===== config.mk =====
export PLATFORM = sky130hd
export DESIGN_NAME = prim_and_arbiter
export DESIGN_NICKNAME = d
export VERILOG_FILES = /design/src/rtl/prim_and_arbiter.sv
export SDC_FILE = /design/constraint.sdc
export NUM_CORES = 1
export LEC_CHECK = 0
export BUFFER_PORTS_ARGS = -buffer_cell sky130_fd_sc_hd__buf_2
export CORE_MARGIN = 2
export CORE_UTILIZATION = 30
export DETAILED_ROUTE_END_ITERATION = 7
export GPL_TIMING_DRIVEN = 0
export RECOVER_POWER = 25
export SLEW_MARGIN = 20
export SYNTH_ARGS = -nofsm -noshare
export SYNTH_HDL_FRONTEND = slang
export SYNTH_SLANG_ARGS = --single-unit

===== constraint.sdc =====
create_clock -name clk -period 2.2 [get_ports clk]
set_input_delay 0.44 -clock clk [delete_from_list [all_inputs] [get_ports clk]]
set_output_delay 0.44 -clock clk [all_outputs]
set_load 0.03 [all_outputs]

===== src/rtl/prim_and_arbiter.sv =====
// prim_and_arbiter: shares one WIDTH-bit AND unit, built from `and` gate primitives,
// between N_REQ requesters.
// Round-robin arbitration; the winner's operands are latched on grant and the result is
// returned on a valid/ready channel tagged with the winner's index.
// Optional build macro: PRIM_AND_ARB_FIXED_PRIO_EN selects fixed priority (lowest index wins).
module prim_and_arbiter #(
    parameter int unsigned N_REQ = 4,
    parameter int unsigned WIDTH = 8,
    localparam int unsigned ID_W = $clog2(N_REQ)
) (
    input  logic                   clk,
    input  logic                   rst_n,
    input  logic [N_REQ-1:0]       req,
    input  logic [N_REQ*WIDTH-1:0] op_a,
    input  logic [N_REQ*WIDTH-1:0] op_b,
    output logic [N_REQ-1:0]       gnt,
    output logic                   rsp_valid,
    input  logic                   rsp_ready,
    output logic [WIDTH-1:0]       rsp_y,
    output logic [ID_W-1:0]        rsp_id
);

    typedef enum logic [1:0] {
        StIdle,
        StEval,
        StResp
    } state_t;

    state_t           state_q;
    logic [ID_W-1:0]  ptr_q;
    logic [ID_W-1:0]  id_q;
    logic [WIDTH-1:0] op_a_q;
    logic [WIDTH-1:0] op_b_q;
    logic [N_REQ-1:0] gnt_q;
    logic             rsp_valid_q;
    logic [WIDTH-1:0] rsp_y_q;
    logic [ID_W-1:0]  rsp_id_q;

    logic [WIDTH-1:0] a_slice [N_REQ];
    logic [WIDTH-1:0] b_slice [N_REQ];
    logic             win_found;
    logic [ID_W-1:0]  win_idx;
    logic [ID_W-1:0]  ptr_next;
    wire  [WIDTH-1:0] and_y;

    // Unpack the flattened operand buses into per-requester slices.
    for (genvar g = 0; g < N_REQ; g++) begin : g_slice
        assign a_slice[g] = op_a[g*WIDTH +: WIDTH];
        assign b_slice[g] = op_b[g*WIDTH +: WIDTH];
    end

    // Shared datapath: one gate primitive per bit, fed only from the latched operands.
    for (genvar g = 0; g < WIDTH; g++) begin : g_and
        and u_and_bit (and_y[g], op_a_q[g], op_b_q[g]);
    end

    // Winner search: first set req bit starting at ptr_q and wrapping around.
    always_comb begin
        logic [ID_W-1:0] cand;
        win_found = 1'b0;
        win_idx   = '0;
        cand      = '0;
        for (int unsigned i = 0; i < N_REQ; i++) begin
            cand = ID_W'((32'(ptr_q) + i) % N_REQ);
            if (!win_found && req[cand]) begin
                win_found = 1'b1;
                win_idx   = cand;
            end
        end
    end

    // Pointer advance; fixed priority pins it at zero so the search always starts at bit 0.
    always_comb begin
`ifdef PRIM_AND_ARB_FIXED_PRIO_EN
        ptr_next = '0;
`else
        ptr_next = (win_idx == ID_W'(N_REQ - 1)) ? '0 : win_idx + 1'b1;
`endif
    end

    // Arbiter FSM with registered grant and response outputs.
    always_ff @(posedge clk or negedge rst_n) begin
        if (!rst_n) begin
            state_q     <= StIdle;
            ptr_q       <= '0;
            id_q        <= '0;
            op_a_q      <= '0;
            op_b_q      <= '0;
            gnt_q       <= '0;
            rsp_valid_q <= 1'b0;
            rsp_y_q     <= '0;
            rsp_id_q    <= '0;
        end else begin
            case (state_q)
                StIdle: begin
                    gnt_q <= '0;
                    if (win_found) begin
                        gnt_q   <= N_REQ'(1) << win_idx;
                        op_a_q  <= a_slice[win_idx];
                        op_b_q  <= b_slice[win_idx];
                        id_q    <= win_idx;
                        ptr_q   <= ptr_next;
                        state_q <= StEval;
                    end
                end
                StEval: begin
                    gnt_q       <= '0;
                    rsp_y_q     <= and_y;
                    rsp_id_q    <= id_q;
                    rsp_valid_q <= 1'b1;
                    state_q     <= StResp;
                end
                StResp: begin
                    // Result and id stay put after the handshake; only valid drops.
                    if (rsp_ready) begin
                        rsp_valid_q <= 1'b0;
                        state_q     <= StIdle;
                    end
                end
                default: begin
                    gnt_q       <= '0;
                    rsp_valid_q <= 1'b0;
                    state_q     <= StIdle;
                end
            endcase
        end
    end

    assign gnt       = gnt_q;
    assign rsp_valid = rsp_valid_q;
    assign rsp_y     = rsp_y_q;
    assign rsp_id    = rsp_id_q;

`ifndef SYNTHESIS
    // Grant is at most one-hot and never overlaps a pending response.
    a_gnt_onehot : assert property (@(posedge clk) disable iff (!rst_n) $onehot0(gnt));
    a_gnt_rsp_excl : assert property (@(posedge clk) disable iff (!rst_n)
                                      !((|gnt) && rsp_valid));
`endif

endmodule

==> results of run 1 <==
==> area by class of cell <==
type                            count  share of cell area (%)
Sequential cell                    37                    34.9
Clock buffer                        5                    2.59
Clock inverter                      3                    1.74
Buffer                             12                    2.97
Tap cell                           77                    3.63
Timing Repair Buffer               86                    16.3
Multi-Input combinational cell    139                    37.0
Inverter                            6                   0.848
==> per-stage QoR <==
stage	hold WS (ps)	TNS, ps
final	275	0
after global routing	347	0
after CTS	278	0
after detailed placement	466	-846
after global placement	458	-706
after floorplan	144	0
==> cell usage in the layout, fill, tap and decap left out <==
| cell type | n |
|---|---|
| buf_2 | 85 |
| nand2_1 | 40 |
| dfrtp_1 | 37 |
| mux2i_1 | 16 |
| nand3_1 | 16 |
| o21ai_0 | 14 |
| mux2_2 | 11 |
| o211ai_1 | 9 |
| clkbuf_1 | 7 |
| mux2_1 | 7 |
| o211ai_2 | 7 |
| inv_1 | 5 |
| clkbuf_8 | 5 |
| a21oi_1 | 3 |
| buf_6 | 2 |
| clkbuf_2 | 2 |
| a22o_1 | 2 |
| ha_1 | 2 |
| mux2_4 | 1 |
| a21boi_1 | 1 |
| or3b_1 | 1 |
| o221ai_4 | 1 |
| a21o_1 | 1 |
| o22ai_1 | 1 |
| clkinv_1 | 1 |
| nor4_1 | 1 |
| or3_1 | 1 |
| nor2b_1 | 1 |
| o21a_1 | 1 |
| nand2b_1 | 1 |
| nor2_1 | 1 |
| buf_12 | 1 |
| clkinv_4 | 1 |
| clkinvlp_4 | 1 |
| bufinv_16 | 1 |
| buf_4 | 1 |
==> cells by family (layout without fill, tap and decap cells) <==
family                     Yosys count  after routing  synth area share [%]
adders and majority gates            2              2                  1.25
muxes                               35             35                  18.8
and+or+nand+nor                     62             62                  13.3
AOI/OAI and AO/OA                   40             40                  15.6
DFF                                 37             37                  46.1
buffers and inverters               18            112                  4.98
==> worst max-delay path by stage <==
stage / slack, ps / endpoint
after floorplan: 270 / gnt[3]
after global placement: -70 / gnt[3]
after detailed placement: -80 / gnt[3]
after CTS: 100 / gnt[3]
after global routing: 50 / gnt[1]
final: 170 / gnt[3]
==> per-layer routing <==
layer  global-route usage [%]  vias to the layer above  part of all wire (%)
li1                         -                      882                     -
met4                     5.63                        0                   1.3
met2                     23.9                       55                    45
met5                        0                        -                     0
met3                     2.41                        4                   4.7
met1                     22.1                      801                    49
==> sequential cells by signal (all words and copies together), names as in the netlist <==
register and flops:
gnt 4, ptr_q 2, rsp_id 2, state_q 2, rsp_valid 1, op_a_q 8, id_q 2, op_b_q 8
rsp_y 8
==> repair_timing <==
action | in CTS | in global routing
endpoints found under the setup margin | 2 | 1
setup buffers | 1 | 0
pin swaps | 1 | 0
gates resized for setup | 0 | 2
==> power by group <==
part	internal (mW)	switching [mW]	total, mW
registers	0.997	0.187	1.18
logic	0.683	1.05	1.73
clock network	0.339	0.260	0.600
==> flow_summary.toml, run 1 <==
[synth]
ys.flop_type = "dfrtp_1"
yosys-top-cells-area = "dfrtp_1 (46%), mux2i_1 (8.0%), nand2_1 (7.5%), mux2_2 (6.2%), o211ai_2 (4.4%)"
synth_top_area_share_pct = 46.1
synth_edf_count = 0
synth_seq_area_share_pct = 46.1
syn-mean-instance-area_um2 = 10.4
ys_types = 30
async_reset_ff_share_pct = 100
yosys_warnings = 0
synthTopCellsByCount = "nand2_1 (40), dfrtp_1 (37), mux2i_1 (16), nand3_1 (16), o21ai_0 (14)"
synth_most_common_cell = "nand2_1"
syn_area_mm2 = 0.00201
synth_nets = 267
yosysTopAreaCell = "dfrtp_1"
synth_seq_cells = 37
netlist_instances = 194

[power]
cellLeakagePower_nw = 1.33
vdd_drop_max_uv = 495
total_power_mw = 3.52
power_density_mw_per_mm2 = 1320

[place]
dp_hpwl_um = 4000
place_congestion = 0.753
placed_area_mm2 = 0.00253
post-place-ws_ps = -84.1
dp.cells = 356
portBuffers = 85

[setup_path]
reg2reg_to = "gnt[3]"
reg2reg_setup_slack_ps = 170
arrival_ps = 2210
path_cells = "a21o_1 > a21oi_1 > o22ai_1 > clkinv_1 > clkbuf_2 > ha_1 > a22o_1"
worstPathRequired_ps = 2380
r2r_start = "ptr_q[1]"
critPathLaunch = "ptr_q[1]"
crit_buf_inv = 2
cpPeakStageDelay_ps = 460
r2r_cells = 7
cp_top_family = "compound AO/OA/AOI/OAI gates"
endpoint_kind = "register"
worst-setup-path-type = "reg -> reg"
crit_fanout = 11
path_depth = 7
crit_path_top_delay_cell = "dfrtp_1"
start_kind = "register"

[routing]
routed_wl_um = 5310
wl_per_cell_um = 14.5
drt_iter0_markers = 64
drt_pass1_iterations = 8
route.vias.total = 1742
vias_per_cell = 4.77
drcViolationCount = 4
ant_nets = 0

[grt]
grt_pass1_wl_um = 8790
grt_util_all_layers_pct = 15.5
antenna_found_initial = 0
gr-total-overflow = 0
grt_pass1_vias = 1786
grt_max_degree = 38

[sta]
maxSlewViolCount = 0
max_slew_margin_pct = 38.2
fin_crit_sh_pct = 92.2
fin_crit_ps = 2030
setup_violations = 0
setup_slack_ps = 171
rsz0062_at_grt = "no"
hold_viol = 0
clock_skew_ps = 8.66
worstMarginPinSlew_ps = 927
fmax_ghz = 0.493

[clock_network]
cts_tree = "yes"
cts_root_buf = "clkbuf_8"
clock_path_buffers = 2
clock_latency_ps = 290
hold_buffers = 0
cts_buffers = 5
clkTransAtPathRegs_ps = 90
h-tree-depth = 2
clock_sinks = 37

[layout]
fillers = 664
layoutNonFillerInstCount = 365
area_delta_synth_final_pct = 32.1
layout-drive-gt1-share_pct = 41.3
diodes = 0
seqCellArea_um2 = 926
final_cell_area_mm2 = 0.00266
multi_input_area_um2 = 983
finalNetCount = 360
final_util_pct = 41.3

[die]
fp.dieH_um = 85.8
top_level_ports = 86
initial_core_util_pct = 31.3
die_w_um = 85.8
dieArea_mm2 = 0.00737
core_mm2 = 0.00642
rows = 29

[worst_hold_path]
hold_class = "in -> async"

[status]
status = "finished with violations"
violations = "design-rule violations"

[job]
drv_cap = 0
Note: power is estimated with default switching activity, not from simulation.
==> inputs of run 2 (changes only) <==
--- a/config.mk
+++ b/config.mk
@@ -8,2 +8,3 @@
 export BUFFER_PORTS_ARGS = -buffer_cell sky130_fd_sc_hd__buf_2
+export CAP_MARGIN = 20
 export CORE_MARGIN = 2
==> constraint.sdc (replaced) <==
create_clock -name clk -period 1.99 [get_ports clk]
set_input_delay 0.199 -clock clk [delete_from_list [all_inputs] [get_ports clk]]
set_output_delay 0.199 -clock clk [all_outputs]
set_load 0.03 [all_outputs]
==> flow_summary.toml, run 2 (same netlist as run 1, synthesis figures left out) <==
[die]
fp.dieH_um = 85.8
dieArea_mm2 = 0.00737
top_level_ports = 86
rows = 29
initial_core_util_pct = 31.3
core_mm2 = 0.00642
die_w_um = 85.8

[sta]
max_slew_margin_pct = 38.0
worstMarginPinSlew_ps = 929
fmax_ghz = 0.518
setup_violations = 0
setup_slack_ps = 61.1
fin_crit_ps = 1930
setup-tns-final_ps = 0
rsz0062_at_grt = "yes"
fin_crit_sh_pct = 96.9
hold_viol = 0
maxSlewViolCount = 0
clock_skew_ps = 6.55

[setup_path]
r2r_cells = 7
worstPathRequired_ps = 2170
start_kind = "register"
arrival_ps = 2110
reg2reg_setup_slack_ps = 60
endpoint_kind = "register"
crit_fanout = 6
worst-setup-path-type = "reg -> reg"

[layout]
fillers = 658
diodes = 0
layout_common_cells = "buf_2 (84), nand2_1 (39), dfrtp_1 (36)"
layout-drive-gt1-share_pct = 44.2
seqCellArea_um2 = 927
finalNetCount = 364
final_common_cell = "buf_2"
area_delta_synth_final_pct = 36.4
multi_input_area_um2 = 998

[routing]
ant_nets = 0
drcViolationCount = 4
drt_iter0_markers = 68
vias_per_cell = 4.80
route.vias.total = 1773
drt_pass1_iterations = 8
routed_wl_um = 5410
wl_per_cell_um = 14.7

[clock_network]
cts_tree = "yes"
clkTransAtPathRegs_ps = 70
clock_sinks = 37
clock_path_buffers = 2
cts_root_buf = "clkbuf_8"
clock_latency_ps = 290
h-tree-depth = 2
cts_buffers = 5
hold_buffers = 0

[power]
vdd_drop_max_uv = 551
total_power_mw = 4.03
power_density_mw_per_mm2 = 1470
cellLeakagePower_nw = 1.37

[grt]
grt_pass1_vias = 1803
gr-total-overflow = 0
grt_max_degree = 38
grt_pass1_wl_um = 8840
antenna_found_initial = 0
grt_util_all_layers_pct = 15.6

[place]
place_congestion = 0.753
post-place-ws_ps = -212
dp_hpwl_um = 4000
portBuffers = 85

[job]
drv_cap = 0

[status]
status = "finished with violations"
violations = "design-rule violations"

[worst_hold_path]
hold_class = "in -> async"
[run 2: layer usage]
metal	vias up	share of wire (%)	track usage (%)
li1	886	-	-
met1	818	49	22.1
met2	65	45	24.2
met3	4	5.0	2.41
met4	0	1.3	5.63
met5	-	0	0
[run 2: final cells by class]
cell class / instances / share of cell area (%)
Clock buffer: 5 / 2.51
Clock inverter: 3 / 1.69
Buffer: 12 / 3.38
Timing Repair Buffer: 90 / 17.8
Sequential cell: 37 / 33.8
Multi-Input combinational cell: 139 / 36.4
Tap cell: 77 / 3.52
Inverter: 6 / 0.822
[run 2: final timing paths]
kind / from / end
max in group asynchronous: rst_n / ptr_q[1]
worst max-delay path: ptr_q[1] / gnt[3]
worst min-delay path: rst_n / gnt[1]
worst min register to register: rsp_valid / rsp_valid
worst max register to register: ptr_q[1] / gnt[3]
min in group clk: rsp_ready / state_q[1]
[run 2: stage by stage]
stage | utilization [%] | hold WS (ps) | std cells | cell area [µm²]
finish | 42.7 | 36.0 | 369 | 2740
CTS | 41.4 | 37.1 | 366 | 2660
global route | 42.7 | 106 | 369 | 2740
global placement | 39.4 | 350 | 356 | 2530
floorplan | - | -96.6 | 194 | 2010
detailed placement | 39.4 | 350 | 356 | 2530
[run 2: repair_timing]
action / 4_1_cts / 5_1_grt
resized for setup: 2 / 14
pin swaps: 1 / 1
setup buffers: 1 / 2
cloned: 1 / 1
endpoints found under the setup margin: 19 / 21
[run 2: critical path: stages, from the launching register on]
cell and delay, ps:
dfrtp_2 450, mux2_4 320, o221ai_4 270, buf_6 200, buf_12 120, inv_1 50
ha_1 180, a22o_1 210
[run 2: where the power goes]
part | internal, mW | switching, mW | leakage [nW] | total, mW
registers | 1.10 | 0.208 | 0.466 | 1.31
clock network | 0.375 | 0.284 | 0.0543 | 0.659
logic | 0.859 | 1.20 | 0.852 | 2.06
total | 2.34 | 1.69 | 1.37 | 4.03
==> inputs of run 3 (changes only) <==
--- a/config.mk
+++ b/config.mk
@@ -7,2 +7,3 @@
 export LEC_CHECK = 0
+export ABC_AREA = 1
 export BUFFER_PORTS_ARGS = -buffer_cell sky130_fd_sc_hd__buf_2
@@ -12,2 +13,3 @@
 export DETAILED_ROUTE_END_ITERATION = 7
+export GPL_ROUTABILITY_DRIVEN = 0
 export GPL_TIMING_DRIVEN = 0
==> constraint.sdc (replaced) <==
create_clock -name clk -period 1.99 [get_ports clk]
set_input_delay 0.398 -clock clk [delete_from_list [all_inputs] [get_ports clk]]
set_output_delay 0.398 -clock clk [all_outputs]
set_load 0.03 [all_outputs]
==> flow_summary.toml, run 3 <==
[status]
status = "completed"

[die]
dieArea_mm2 = 0.00912
core_mm2 = 0.00818
die_w_um = 95.5
rows = 33
top_level_ports = 86
fp.dieH_um = 95.5
initial_core_util_pct = 30.7

[layout]
layout_common_cells = "buf_2 (90), nand2_1 (72), nand3_1 (44)"
multi_input_area_mm2 = 0.00142
finalNetCount = 541
diodes = 0
seqCellArea_um2 = 927
final_common_cell = "buf_2"
layout-drive-gt1-share_pct = 39.9
area_delta_synth_final_pct = 41.9
fillers = 858

[clock_network]
cts_root_buf = "clkbuf_8"
hold_buffers = 0
h-tree-depth = 2
clock_sinks = 37
clock_path_buffers = 2
clock_latency_ps = 290
clkTransAtPathRegs_ps = 80
cts_buffers = 5
cts_tree = "yes"

[power]
power_density_mw_per_mm2 = 2050
vdd_drop_max_uv = 724
cellLeakagePower_nw = 1.89
total_power_mw = 7.31

[synth]
synth_top_area_share_pct = 36.9
synth_most_common_cell = "nand2_1"
synth_seq_cells = 37
syn-mean-instance-area_um2 = 7.08
async_reset_ff_share_pct = 100
yosysTopAreaCell = "dfrtp_1"
ys.flop_type = "dfrtp_1"
synthTopCellsByCount = "nand2_1 (89), nand3_1 (51), inv_1 (40), dfrtp_1 (37), nor2_1 (31)"
ys_types = 28
synth_edf_count = 0
yosys_warnings = 0
synth_seq_area_share_pct = 36.9
synth_nets = 428
netlist_instances = 355
syn_area_mm2 = 0.00251
yosys-top-cells-area = "dfrtp_1 (37%), nand2_1 (13%), nand3_1 (10%), inv_1 (6.0%), nand4_1 (5.5%)"

[grt]
antenna_found_initial = 0
grt_pass1_vias = 2557
grt_util_all_layers_pct = 18.1
grt_pass1_wl_um = 12500
gr-total-overflow = 0
grt_max_degree = 38

[routing]
wl_per_cell_um = 14.8
vias_per_cell = 4.86
drt_iter0_markers = 171
route.vias.total = 2789
ant_nets = 0
routed_wl_um = 8480
drcViolationCount = 0
drt_pass1_iterations = 4

[setup_path]
cp_common_cell = "nand2_2"
worstPathRequired_ps = 2160
endpoint_kind = "register"
crit_buf_inv = 5
crit_fanout = 6
start_kind = "register"
path_cells = "buf_6 > buf_6 > nand2_2 > nand2_2 > nand2_2 > nand2_2 > nor2_4 > nand3_2 > nand2_4 > nand2_4 > buf_6 > buf_12 > nand3_1 > nand2_1 > inv_1 > nand3_1"
cpPeakStageDelay_ps = 410
arrival_ps = 2110
cp_top_family = "simple AND/OR/NAND/NOR gates"
worst-setup-path-type = "reg -> reg"
crit_path_top_delay_cell = "dfrtp_1"

[sta]
fin_crit_ps = 1950
maxSlewViolCount = 0
clock_skew_ps = 4.18
fmax_ghz = 0.514
fin_crit_sh_pct = 97.8
setup-tns-final_ps = 0
worstMarginPinSlew_ps = 935
setup_violations = 0
max_slew_margin_pct = 37.7
hold_viol = 0
rsz0062_at_grt = "yes"

[worst_hold_path]
hold_class = "in -> async"

[place]
dp_hpwl_um = 5880
portBuffers = 85

[job]
drv_cap = 0
-- run 3: repair_timing --
| item | 4_1_cts | 5_1_grt |
|---|---|---|
| pin swaps | 7 | 17 |
| setup buffers | 8 | 13 |
| setup endpoints to repair | 14 | 24 |
| gates resized for setup | 24 | 42 |
| hold endpoints to repair | 0 | 0 |
| gates cloned | 0 | 1 |
-- run 3: final cells by class --
type                       count  area share, %
multi-input combinational    253           39.8
sequential                    37           26.0
timing repair buffer         107           17.9
inverter                      45           5.23
buffer                        19           4.53
tap                          105           3.68
clock buffer                   7           2.70
clock inverter                 1          0.140
-- run 3: cells by family after synthesis --
kind of cell / count (synthesis) / synth area share, %
multiplexers: 1 / 0.448
adder cells (fa/ha/maj): 2 / 0.996
AND/OR/NAND/NOR: 228 / 43.8
flip-flops: 37 / 36.9
buffers and inverters: 65 / 12.2
AO/OA/AOI/OAI: 22 / 5.68
-- run 3: per-stage QoR --
stage                     hold slack (ps)  utilization, %  setup slack [ps]  area [µm²]  cells
final                                 233            43.6              43.3        3570    574
after global routing                  314            43.6             -60.6        3570    574
after CTS                             241            40.4             -31.3        3310    561
after detailed placement              466            37.5              -180        3070    545
after global placement                463            37.5              -140        3070    545
after floorplan                       102               -               126        2510    355
-- run 3: report_power, final --
| group | total [mW] | internal [mW] | leakage, nW | switching, mW |
|---|---|---|---|---|
| registers | 1.31 | 1.12 | 0.467 | 0.188 |
| clock network | 0.583 | 0.313 | 0.0542 | 0.270 |
| logic | 5.42 | 2.18 | 1.37 | 3.24 |
| total | 7.31 | 3.62 | 1.89 | 3.69 |
-- run 3: metal layers --
metal  vias to the layer above  part of all wire [%]  GRT usage, %
li1                       1381                     -             -
met1                      1297                    44          24.1
met2                       104                    47          29.8
met3                         7                   7.6          3.79
met4                         0                   1.2          4.64
met5                         -                     0             0
-- run 3: final timing paths --
| check | startpoint | to | slack (ps) | cells past startpoint |
|---|---|---|---|---|
| setup reg to reg | ptr_q[0] | op_b_q[5] | 40 | 16 |
| hold / removal | rst_n | rsp_id[0] | 230 | 1 |
| hold reg to reg | rsp_y[4] | rsp_y[4] | 480 | 2 |
| setup / recovery | ptr_q[0] | op_b_q[5] | 40 | 16 |
| max in group asynchronous | rst_n | ptr_q[1] | 1120 | 1 |
| min in group clk | rsp_ready | state_q[1] | 310 | 2 |
